## src/rtl/cfglut_reconfig_ctrl_if.sv

```systemverilog
// rtl/cfglut_reconfig_ctrl_if.sv - request handshake and CFGLUT5 config bus between requester/LUT bank and controller
interface cfglut_reconfig_ctrl_if #(
   parameter int NUM_LUTS = 4,
   parameter int SEL_W    = 2
);
   logic                REQ_VALID;
   logic                REQ_READY;
   logic [SEL_W-1:0]    REQ_SEL;
   logic [31:0]         REQ_INIT;
   logic                CDI;
   logic [NUM_LUTS-1:0] CE;
   logic [NUM_LUTS-1:0] CDO;
   logic                BUSY;
   logic                DONE;
   logic                ERR;
   logic [31:0]         RDBK_DATA;

   // Requester and LUT bank side.
   modport master (
      output REQ_VALID, REQ_SEL, REQ_INIT, CDO,
      input  REQ_READY, CDI, CE, BUSY, DONE, ERR, RDBK_DATA
   );

   // Reconfiguration controller side.
   modport slave (
      input  REQ_VALID, REQ_SEL, REQ_INIT, CDO,
      output REQ_READY, CDI, CE, BUSY, DONE, ERR, RDBK_DATA
   );
endinterface

```

## src/rtl/cfglut_reconfig_ctrl.sv

```systemverilog
// rtl/cfglut_reconfig_ctrl.sv - serial INIT loader for a CFGLUT5 bank; optional readback via CFGLUT_READBACK_EN
module cfglut_reconfig_ctrl #(
   parameter int NUM_LUTS = 4,
   parameter int SEL_W    = 2
) (
   input logic                   CLK,
   input logic                   RST,
   cfglut_reconfig_ctrl_if.slave bus
);

   localparam logic [31:0] NUM_LUTS_W = NUM_LUTS;

   typedef enum logic [1:0] {
      IDLE  = 2'd0,
      SHIFT = 2'd1,
      FIN   = 2'd2
   } state_t;

   state_t              state_q, state_d;
   logic [4:0]          cnt_q, cnt_d;
   logic [31:0]         shreg_q, shreg_d;
   logic [SEL_W-1:0]    sel_q, sel_d;
   logic                cdi_q, cdi_d;
   logic [NUM_LUTS-1:0] ce_q, ce_d;
   logic                sel_ok;
   logic                accept;

   // Out-of-range selects decode to an all-zero enable, so no LUT is touched.
   function automatic logic [NUM_LUTS-1:0] decode_sel(input logic [SEL_W-1:0] s);
      logic [NUM_LUTS-1:0] v;
      v = '0;
      for (int i = 0; i < NUM_LUTS; i++) begin
         if (32'(s) == 32'(i)) v[i] = 1'b1;
      end
      return v;
   endfunction

   assign sel_ok = (32'(sel_q) < NUM_LUTS_W);
   assign accept = (state_q == IDLE) && bus.REQ_VALID;

   // State, counter, latched request and the registered CE/CDI drive.
   always_ff @(posedge CLK) begin
      if (RST) begin
         state_q <= IDLE;
         cnt_q   <= '0;
         shreg_q <= '0;
         sel_q   <= '0;
         cdi_q   <= 1'b0;
         ce_q    <= '0;
      end else begin
         state_q <= state_d;
         cnt_q   <= cnt_d;
         shreg_q <= shreg_d;
         sel_q   <= sel_d;
         cdi_q   <= cdi_d;
         ce_q    <= ce_d;
      end
   end

   // Next state: CDI/CE are computed one cycle ahead so the LUT sees them as flop outputs.
   // shreg holds the bits still to be sent, MSB next, after the one already on CDI.
   always_comb begin
      state_d = state_q;
      cnt_d   = cnt_q;
      shreg_d = shreg_q;
      sel_d   = sel_q;
      cdi_d   = cdi_q;
      ce_d    = ce_q;
      case (state_q)
         IDLE: begin
            if (bus.REQ_VALID) begin
               sel_d   = bus.REQ_SEL;
               shreg_d = {bus.REQ_INIT[30:0], 1'b0};
               cdi_d   = bus.REQ_INIT[31];
               ce_d    = decode_sel(bus.REQ_SEL);
               cnt_d   = '0;
               state_d = SHIFT;
            end
         end
         SHIFT: begin
            cnt_d = cnt_q + 5'd1;
            if (cnt_q == 5'd31) begin
               cdi_d   = 1'b0;
               ce_d    = '0;
               state_d = FIN;
            end else begin
               cdi_d   = shreg_q[31];
               shreg_d = {shreg_q[30:0], 1'b0};
            end
         end
         FIN: begin
            state_d = IDLE;
         end
         default: begin
            state_d = IDLE;
            cdi_d   = 1'b0;
            ce_d    = '0;
         end
      endcase
   end

   assign bus.CDI       = cdi_q;
   assign bus.CE        = ce_q;
   assign bus.REQ_READY = (state_q == IDLE);
   assign bus.BUSY      = (state_q != IDLE);
   assign bus.DONE      = (state_q == FIN);
   assign bus.ERR       = (state_q == FIN) && !sel_ok;

`ifdef CFGLUT_READBACK_EN
   logic [31:0] rdbk_q;
   logic        cdo_bit;

   // Old bit 31-k of the selected LUT sits on its CDO just before shift edge k.
   always_comb begin
      cdo_bit = 1'b0;
      for (int i = 0; i < NUM_LUTS; i++) begin
         if (32'(sel_q) == 32'(i)) cdo_bit = bus.CDO[i];
      end
   end

   // Capture the outgoing truth table; cleared on accept, held after FIN.
   always_ff @(posedge CLK) begin
      if (RST) begin
         rdbk_q <= '0;
      end else if (accept) begin
         rdbk_q <= '0;
      end else if (state_q == SHIFT) begin
         rdbk_q <= {rdbk_q[30:0], cdo_bit};
      end
   end

   assign bus.RDBK_DATA = rdbk_q;
`else
   logic unused_cdo;
   logic unused_accept;

   assign unused_cdo    = ^bus.CDO;
   assign unused_accept = accept;
   assign bus.RDBK_DATA = '0;
`endif

endmodule

```

## src/flat_wrapper.sv

```systemverilog
// flat-port wrapper written by rule: the top's interface ports become plain ports
module cfglut_reconfig_ctrl_flat 
#(
   parameter int NUM_LUTS = 4,
   parameter int SEL_W    = 2
)
  (CLK, RST, bus_REQ_VALID, bus_REQ_SEL, bus_REQ_INIT, bus_CDO, bus_REQ_READY, bus_CDI, bus_CE, bus_BUSY, bus_DONE, bus_ERR, bus_RDBK_DATA);
  cfglut_reconfig_ctrl_if #(.NUM_LUTS(NUM_LUTS), .SEL_W(SEL_W)) bus_i ();
  input logic CLK;
  input logic RST;
  input wire logic [$bits(bus_i.REQ_VALID)-1:0] bus_REQ_VALID;
  input wire logic [$bits(bus_i.REQ_SEL)-1:0] bus_REQ_SEL;
  input wire logic [$bits(bus_i.REQ_INIT)-1:0] bus_REQ_INIT;
  input wire logic [$bits(bus_i.CDO)-1:0] bus_CDO;
  output wire logic [$bits(bus_i.REQ_READY)-1:0] bus_REQ_READY;
  output wire logic [$bits(bus_i.CDI)-1:0] bus_CDI;
  output wire logic [$bits(bus_i.CE)-1:0] bus_CE;
  output wire logic [$bits(bus_i.BUSY)-1:0] bus_BUSY;
  output wire logic [$bits(bus_i.DONE)-1:0] bus_DONE;
  output wire logic [$bits(bus_i.ERR)-1:0] bus_ERR;
  output wire logic [$bits(bus_i.RDBK_DATA)-1:0] bus_RDBK_DATA;
  assign bus_i.REQ_VALID = bus_REQ_VALID;
  assign bus_i.REQ_SEL = bus_REQ_SEL;
  assign bus_i.REQ_INIT = bus_REQ_INIT;
  assign bus_i.CDO = bus_CDO;
  assign bus_REQ_READY = bus_i.REQ_READY;
  assign bus_CDI = bus_i.CDI;
  assign bus_CE = bus_i.CE;
  assign bus_BUSY = bus_i.BUSY;
  assign bus_DONE = bus_i.DONE;
  assign bus_ERR = bus_i.ERR;
  assign bus_RDBK_DATA = bus_i.RDBK_DATA;
  cfglut_reconfig_ctrl #(.NUM_LUTS(NUM_LUTS), .SEL_W(SEL_W)) u_core (.CLK(CLK), .RST(RST), .bus(bus_i));
endmodule
```

## config.mk

```make
export PLATFORM = sky130hd
export DESIGN_NAME = cfglut_reconfig_ctrl_flat
export DESIGN_NICKNAME = d
export VERILOG_FILES = /design/src/rtl/cfglut_reconfig_ctrl_if.sv /design/src/rtl/cfglut_reconfig_ctrl.sv /design/src/flat_wrapper.sv
export SDC_FILE = /design/constraint.sdc
export NUM_CORES = 1
export LEC_CHECK = 0
export ABC_AREA = 1
export ABC_CLOCK_PERIOD_IN_PS = 2700
export CAP_MARGIN = 25
export CELL_PAD_IN_SITES_DETAIL_PLACEMENT = 1
export CELL_PAD_IN_SITES_GLOBAL_PLACEMENT = 2
export CORE_UTILIZATION = 25
export DETAILED_ROUTE_END_ITERATION = 7
export HOLD_SLACK_MARGIN = 0.12
export MAX_ROUTING_LAYER = met4
export PLACE_DENSITY_LB_ADDON = 0.1
export SLEW_MARGIN = 20
export SYNTH_ARGS = -nofsm -noshare
export SYNTH_HDL_FRONTEND = slang
export SYNTH_SLANG_ARGS = --single-unit
```

## constraint.sdc

```tcl
create_clock -name CLK -period 2.7 [get_ports CLK]
set_input_delay 0.54 -clock CLK [delete_from_list [all_inputs] [get_ports CLK]]
set_output_delay 0.54 -clock CLK [all_outputs]
set_load 0.05 [all_outputs]
```

==> results.sh, run 1 <==
export IMPL_status="complete, but fails checks"
export IMPL_failed_checks="DRC"
export IMPL_cts_clk_slew_worst_paths_ns=0.08
export IMPL_drv_cap=0
export IMPL_worst_setup_path_end_kind="output pin"
export IMPL_rows=36
export IMPL_cts_root_buf="clkbuf_8"
export IMPL_io_buffers=44
export IMPL_synth_area_per_cell_um2=6.47
export IMPL_start_util_pct=25.7
export IMPL_drv_slew=0
export IMPL_start_kind="flop"
export IMPL_switching_share_pct=35.9
export IMPL_dr_pass1_iters=6
export IMPL_multiInputGateArea_mm2=0.00121
export IMPL_relSlewSlack_pct=65.6
export IMPL_skew_ns=0.00771
export IMPL_syn_inst=387
export IMPL_final_nets=467
export IMPL_die_w_um=102
export IMPL_tightest_slew_ns=0.514
export IMPL_num_vias=2273
export IMPL_globalplace_congestion=0.672
export IMPL_wire_per_inst_um=11.3
export IMPL_wirelength_mm=6.28
export IMPL_grt_pass1_wl_mm=10.2
export IMPL_rsz0062_at_grt="no"
export IMPL_cts_max_level=2
export IMPL_r2r_setup_slack_ns=0.88
export IMPL_first_iter_violations=59
export IMPL_ant_nets=0
export IMPL_hp_class="flop to flop"
export IMPL_cts_resized=0
export IMPL_cts_buffers_inserted=5
export IMPL_cts_tree="done"
export IMPL_routed_via_density=4.07
export IMPL_synth_seq_area_share_pct=34.4
export IMPL_period_needed_ns=2.38
export IMPL_die_y_um=102
export IMPL_drive_above_1_share_pct=5.18
export IMPL_cp_max_fo=4
export IMPL_die_area_mm2=0.0104
export IMPL_yosys_area_top_type="dfxtp_1"
export IMPL_grt_pass1_vias=2115
export IMPL_powerDensity_mw_per_mm2=544
export IMPL_p_clk_share_pct=24.9
export IMPL_fmax_mhz=420
export IMPL_ios=82
export IMPL_worstPathRequired_ns=2.16
export IMPL_hpwlAfterDp_mm=4.25
export IMPL_ir_worst_vdd_uv=200
export IMPL_antenna_found_initial=0
export IMPL_gr_total_overflow=0
export IMPL_hold_violations=0
export IMPL_diodes=0
export IMPL_yosysWarnings=0
export IMPL_setup_violations_final=0
export IMPL_nFillCells=1293
export IMPL_min_from="u_core.bus.CDI"
export IMPL_power_frac_seq_pct=43.8
export IMPL_hold_buffers=0
export IMPL_comb_power_share_pct=31.3
export IMPL_r2r_start="u_core.cnt_q[0]"
export IMPL_p_switching_uw=585
export IMPL_yosys_top_cells_area="dfxtp_1 (34%), buf_4 (12%), nand2_1 (12%)"
export IMPL_grt_total_usage_pct=13.0
export IMPL_synth_area_mm2=0.00250
export IMPL_cts_setup_buffers=0
export IMPL_cp_startpoint="u_core.state_q[1]"
export IMPL_synth_distinct_cells=22
export IMPL_p_leak_uw=0.00138
export IMPL_drc=1
export IMPL_setup_tns_ns=0
export IMPL_clk_path_buf_depth=2
export IMPL_crit_type="flop to output pin"
export IMPL_synth_top_area_share_pct=34.4
export IMPL_yosys_register_bits=43
export IMPL_post_route_period_util_pct=88.3
export IMPL_syn2layout_area_growth_pct=19.6
export IMPL_arrival_ns=1.84
export IMPL_power_internal_uw=1040
export IMPL_cts_num_sinks=43
export IMPL_clk_latency_ns=0.29
export IMPL_core_area_mm2=0.00973
export IMPL_grt_start_max_net_pins=37
export IMPL_register_area_um2=861
export IMPL_fin_util_pct=30.8
==> kinds of logic (layout without fill, tap and decap cells) <==
group | after synthesis | after routing | synth area share [%]
DFF | 43 | 43 | 34.4
adders and majority gates | 2 | 2 | 0.999
AOI/OAI and AO/OA | 40 | 40 | 8.00
buffers and inverters | 94 | 100 | 21.9
and+or+nand+nor | 207 | 207 | 34.6
other | 1 | 33 | 0.150
==> worst paths after layout <==
path                                           end  depth (start not counted)
worst min-delay path                u_core.bus.CDI                          2
worst max register to register  u_core.shreg_q[15]                          9
worst min register to register      u_core.bus.CDI                          2
worst max-delay path                      bus_DONE                          3
==> cell type report <==
type	instances	area share (%)
multi-input cells	282	40.6
flip-flops and latches	43	28.7
repair buffers	51	17.3
well taps	133	5.56
inverters	41	5.14
clock buffers	7	2.55
clock inverters	1	0.167
==> synthesized netlist by cell type <==
cell type  number
nand2_4         1
nand3_1        40
dfxtp_1        43
nor2_4          3
buf_2           5
clkbuf_1        1
buf_6           4
inv_1          38
clkinv_1        1
nor2_2          1
nor2_1         78
a21oi_1         8
o21ai_0        32
nand2_2         2
clkbuf_2        1
ha_1            2
nor3_1          1
buf_4          41
nand2_1        81
clkbuf_4        1
inv_2           2
conb_1          1
==> critical path: stages, from the launching register on <==
cell	delay [ns]
dfxtp_1	0.46
inv_2	0.10
nor2_1	0.16
clkdlybuf4s50_1	0.84
==> layout by cell type, fill, tap and decap left out, drive strengths merged <==
cell type | Yosys | layout
ha | 2 | 2
clkinv | 1 | 2
conb | 1 | 33
inv | 40 | 40
buf | 50 | 7
dfxtp | 43 | 43
nand2 | 84 | 84
o21ai | 32 | 32
nor3 | 1 | 1
clkbuf | 3 | 7
nor2 | 82 | 82
clkdlybuf4s50 | 0 | 44
nand3 | 40 | 40
a21oi | 8 | 8
==> routing by layer <==
metal	up-vias	GRT usage (%)	share of wire, %
met3	4	2.46	3.9
met5	-	-	0
met1	1028	16.4	50
li1	1191	-	-
met2	50	21.1	45
met4	0	3.63	0.78
==> power by group through the flow <==
stage | clock network (uW) | registers [uW] | logic (uW)
4_1_cts | 437 | 715 | 520
3_3_place_gp | 0 | 728 | 513
3_5_place_dp | 0 | 729 | 517
5_1_grt | 461 | 720 | 572
2_1_floorplan | 0 | 747 | 403
6_report | 405 | 714 | 510
==> flip-flops by register name, indices dropped and copies added, names as in the netlist <==
signal	count
u_core.bus.CDI	1
u_core.cnt_q	5
u_core.state_q	2
u_core.bus.CE	4
u_core.shreg_q	31
==> metrics by stage <==
step	instances	setup slack [ns]	power, uW	hold WS [ns]	instance area, um2
finish	558	0.317	1630	0.478	3000
global route	558	0.185	1750	0.502	3000
CTS	558	0.292	1670	0.484	3000
detailed placement	550	0.640	1250	0.465	2910
global placement	550	0.637	1240	0.453	2910
floorplan	419	0.959	1150	0.445	2620
Power figures use the tool's default switching activity.
==> run 2: changes to the inputs <==
--- a/config.mk
+++ b/config.mk
@@ -11,6 +11,7 @@
 export CELL_PAD_IN_SITES_DETAIL_PLACEMENT = 1
 export CELL_PAD_IN_SITES_GLOBAL_PLACEMENT = 2
 export CORE_UTILIZATION = 25
+export CTS_CLUSTER_DIAMETER = 50
 export DETAILED_ROUTE_END_ITERATION = 7
 export HOLD_SLACK_MARGIN = 0.12
 export MAX_ROUTING_LAYER = met4
==> results of run 2 <==
The final DEF is identical to that of run 1; final timing and power are the same.
==> run 3: changes to the inputs <==
--- a/config.mk
+++ b/config.mk
@@ -10,9 +10,11 @@
 export CAP_MARGIN = 25
 export CELL_PAD_IN_SITES_DETAIL_PLACEMENT = 1
 export CELL_PAD_IN_SITES_GLOBAL_PLACEMENT = 2
+export CORE_MARGIN = 3
 export CORE_UTILIZATION = 25
 export CTS_CLUSTER_DIAMETER = 50
 export DETAILED_ROUTE_END_ITERATION = 7
+export GPL_TIMING_DRIVEN = 0
 export HOLD_SLACK_MARGIN = 0.12
 export MAX_ROUTING_LAYER = met4
 export PLACE_DENSITY_LB_ADDON = 0.1
==> run 3 against run 2 <==
The flow now finishes without violations. Non-clock buffer count rose by 45. Clock skew rose by 0.0015 ns. Setup slack got worse by 0.011 ns. First-iteration DRC count fell by 1.7%. Count of clock-buffer cells in the layout did not move. Flip-flop and latch count did not move. Total power rose by 3.8%. Global-route usage fell by 0.22 points. Final cell count rose by 7.3%. Critical path depth did not move. Sequential share of layout area fell by 2.6 points. Core utilization rose by 3.9 points. Critical path type unchanged. Largest cell class unchanged. Largest power group unchanged.
==> results.sh, run 3 (synthesized netlist as in run 1, its figures left out) <==
export IMPL_cts_setup_buffers=0
export IMPL_crit_type="flop to output pin"
export IMPL_cts_num_sinks=43
export IMPL_power_uw=1690
export IMPL_hpwlAfterDp_mm=5.01
export IMPL_setup_tns_ns=0
export IMPL_drv_cap=0
export IMPL_setup_violations_final=0
export IMPL_cts_tree="done"
export IMPL_top_register="u_core.shreg_q"
export IMPL_relSlewSlack_pct=65.6
export IMPL_final_nets=512
export IMPL_fmax_mhz=418
export IMPL_ir_worst_vdd_uv=166
export IMPL_core_area_mm2=0.00950
export IMPL_comb_power_share_pct=33.7
export IMPL_start_util_pct=26.3
export IMPL_power_internal_uw=1090
export IMPL_cts_clk_slew_worst_paths_ns=0.09
export IMPL_status="finished clean"
export IMPL_drc=0
export IMPL_grt_pass1_vias=2450
export IMPL_cts_buffers_inserted=5
export IMPL_drive_above_1_share_pct=14.3
export IMPL_power_frac_seq_pct=42.1
export IMPL_grt_pass1_wl_mm=11.5
export IMPL_final_cell_mix="nand2_1 (81), nor2_1 (78), clkdlybuf4s50_1 (43), dfxtp_1 (43), buf_4 (41)"
export IMPL_ant_nets=0
export IMPL_die_w_um=106
export IMPL_fin_util_pct=34.7
export IMPL_worstPathRequired_ns=2.16
export IMPL_switching_share_pct=35.8
export IMPL_die_area_mm2=0.0113
export IMPL_cts_max_level=2
export IMPL_syn2layout_area_growth_pct=31.7
export IMPL_die_y_um=106
export IMPL_io_buffers=43
export IMPL_cp_max_fo=4
export IMPL_period_needed_ns=2.39
export IMPL_hold_buffers=0
export IMPL_routed_via_density=4.03
export IMPL_cts_root_buf="clkbuf_8"
export IMPL_largest_register_ffs=31
export IMPL_powerDensity_mw_per_mm2=513
export IMPL_arrival_ns=1.85
export IMPL_cts_resized=0
export IMPL_tightest_slew_ns=0.515
export IMPL_rsz0062_at_grt="no"
export IMPL_num_vias=2414
export IMPL_gr_total_overflow=0
export IMPL_skew_ns=0.00922
export IMPL_clk_path_buf_depth=2
export IMPL_hold_violations=0
export IMPL_hp_class="flop to flop"
export IMPL_antenna_found_initial=0
export IMPL_ios=82
export IMPL_post_route_period_util_pct=88.7
export IMPL_start_kind="flop"
export IMPL_rows=35
export IMPL_p_leak_uw=0.00160
export IMPL_first_iter_violations=58
export IMPL_p_clk_share_pct=24.2
export IMPL_dr_pass1_iters=4
export IMPL_globalplace_congestion=0.752
export IMPL_worst_setup_path_end_kind="output pin"
export IMPL_layout_commonest_cell="nand2_1"
export IMPL_wire_per_inst_um=11.4
export IMPL_nFillCells=1277
export IMPL_diodes=0
export IMPL_grt_total_usage_pct=12.8
export IMPL_grt_start_max_net_pins=13
export IMPL_drv_slew=0
export IMPL_clk_latency_ns=0.29
export IMPL_p_switching_uw=604
export IMPL_wirelength_mm=6.86
==> run 3: layout make-up <==
| class | count | area [um2] | area share, % |
|---|---|---|---|
| plain buffers | 53 | 394 | 12.0 |
| clock buffers | 7 | 76.3 | 2.31 |
| clock inverters | 1 | 5.00 | 0.152 |
| inverters | 41 | 154 | 4.67 |
| multi-input cells | 282 | 1210 | 36.9 |
| flip-flops and latches | 43 | 861 | 26.1 |
| well taps | 129 | 161 | 4.90 |
| repair buffers | 43 | 430 | 13.1 |
==> run 3: worst paths after layout <==
kind / from / endpoint / slack (ns) / depth (start not counted)
max: u_core.state_q[1] / bus_DONE / 0.31 / 3
min: u_core.cnt_q[4] / u_core.cnt_q[4] / 0.47 / 2
max reg2reg: u_core.cnt_q[0] / u_core.shreg_q[28] / 1.02 / 10
min reg2reg: u_core.cnt_q[4] / u_core.cnt_q[4] / 0.47 / 2
==> run 3: worst max-delay path, cell delays in order (launching register included) <==
cell             delay (ns)
dfxtp_1                0.48
inv_2                  0.11
nor2_1                 0.14
clkdlybuf4s50_1        0.84
==> run 3: layer usage <==
metal | GRT usage (%) | part of all wire [%] | vias to the layer above | routed length, um
met2 | 19.9 | 45 | 46 | 3090
met1 | 17.1 | 50 | 1075 | 3430
li1 | - | - | 1289 | -
met3 | 2.55 | 4.2 | 4 | 287
met4 | 3.05 | 0.71 | 0 | 49
met5 | - | 0 | - | 0
==> run 3: power groups by stage <==
| stage | Sequential [uW] | Clock, uW | Combinational [uW] |
|---|---|---|---|
| 2_1_floorplan | 747 | 0 | 403 |
| 4_1_cts | 712 | 426 | 577 |
| 3_3_place_gp | 725 | 0 | 567 |
| 5_1_grt | 718 | 456 | 637 |
| 6_report | 712 | 408 | 570 |
| 3_5_place_dp | 727 | 0 | 575 |
==> run 3: per-stage QoR <==
step / setup slack [ns] / hold slack (ns) / cells / cell area (um2)
3_5_place_dp: 0.644 / 0.471 / 591 / 3220
5_1_grt: 0.204 / 0.507 / 599 / 3300
2_1_floorplan: 0.959 / 0.445 / 419 / 2620
4_1_cts: 0.286 / 0.483 / 599 / 3300
6_report: 0.306 / 0.473 / 599 / 3300
3_3_place_gp: 0.604 / 0.451 / 591 / 3220
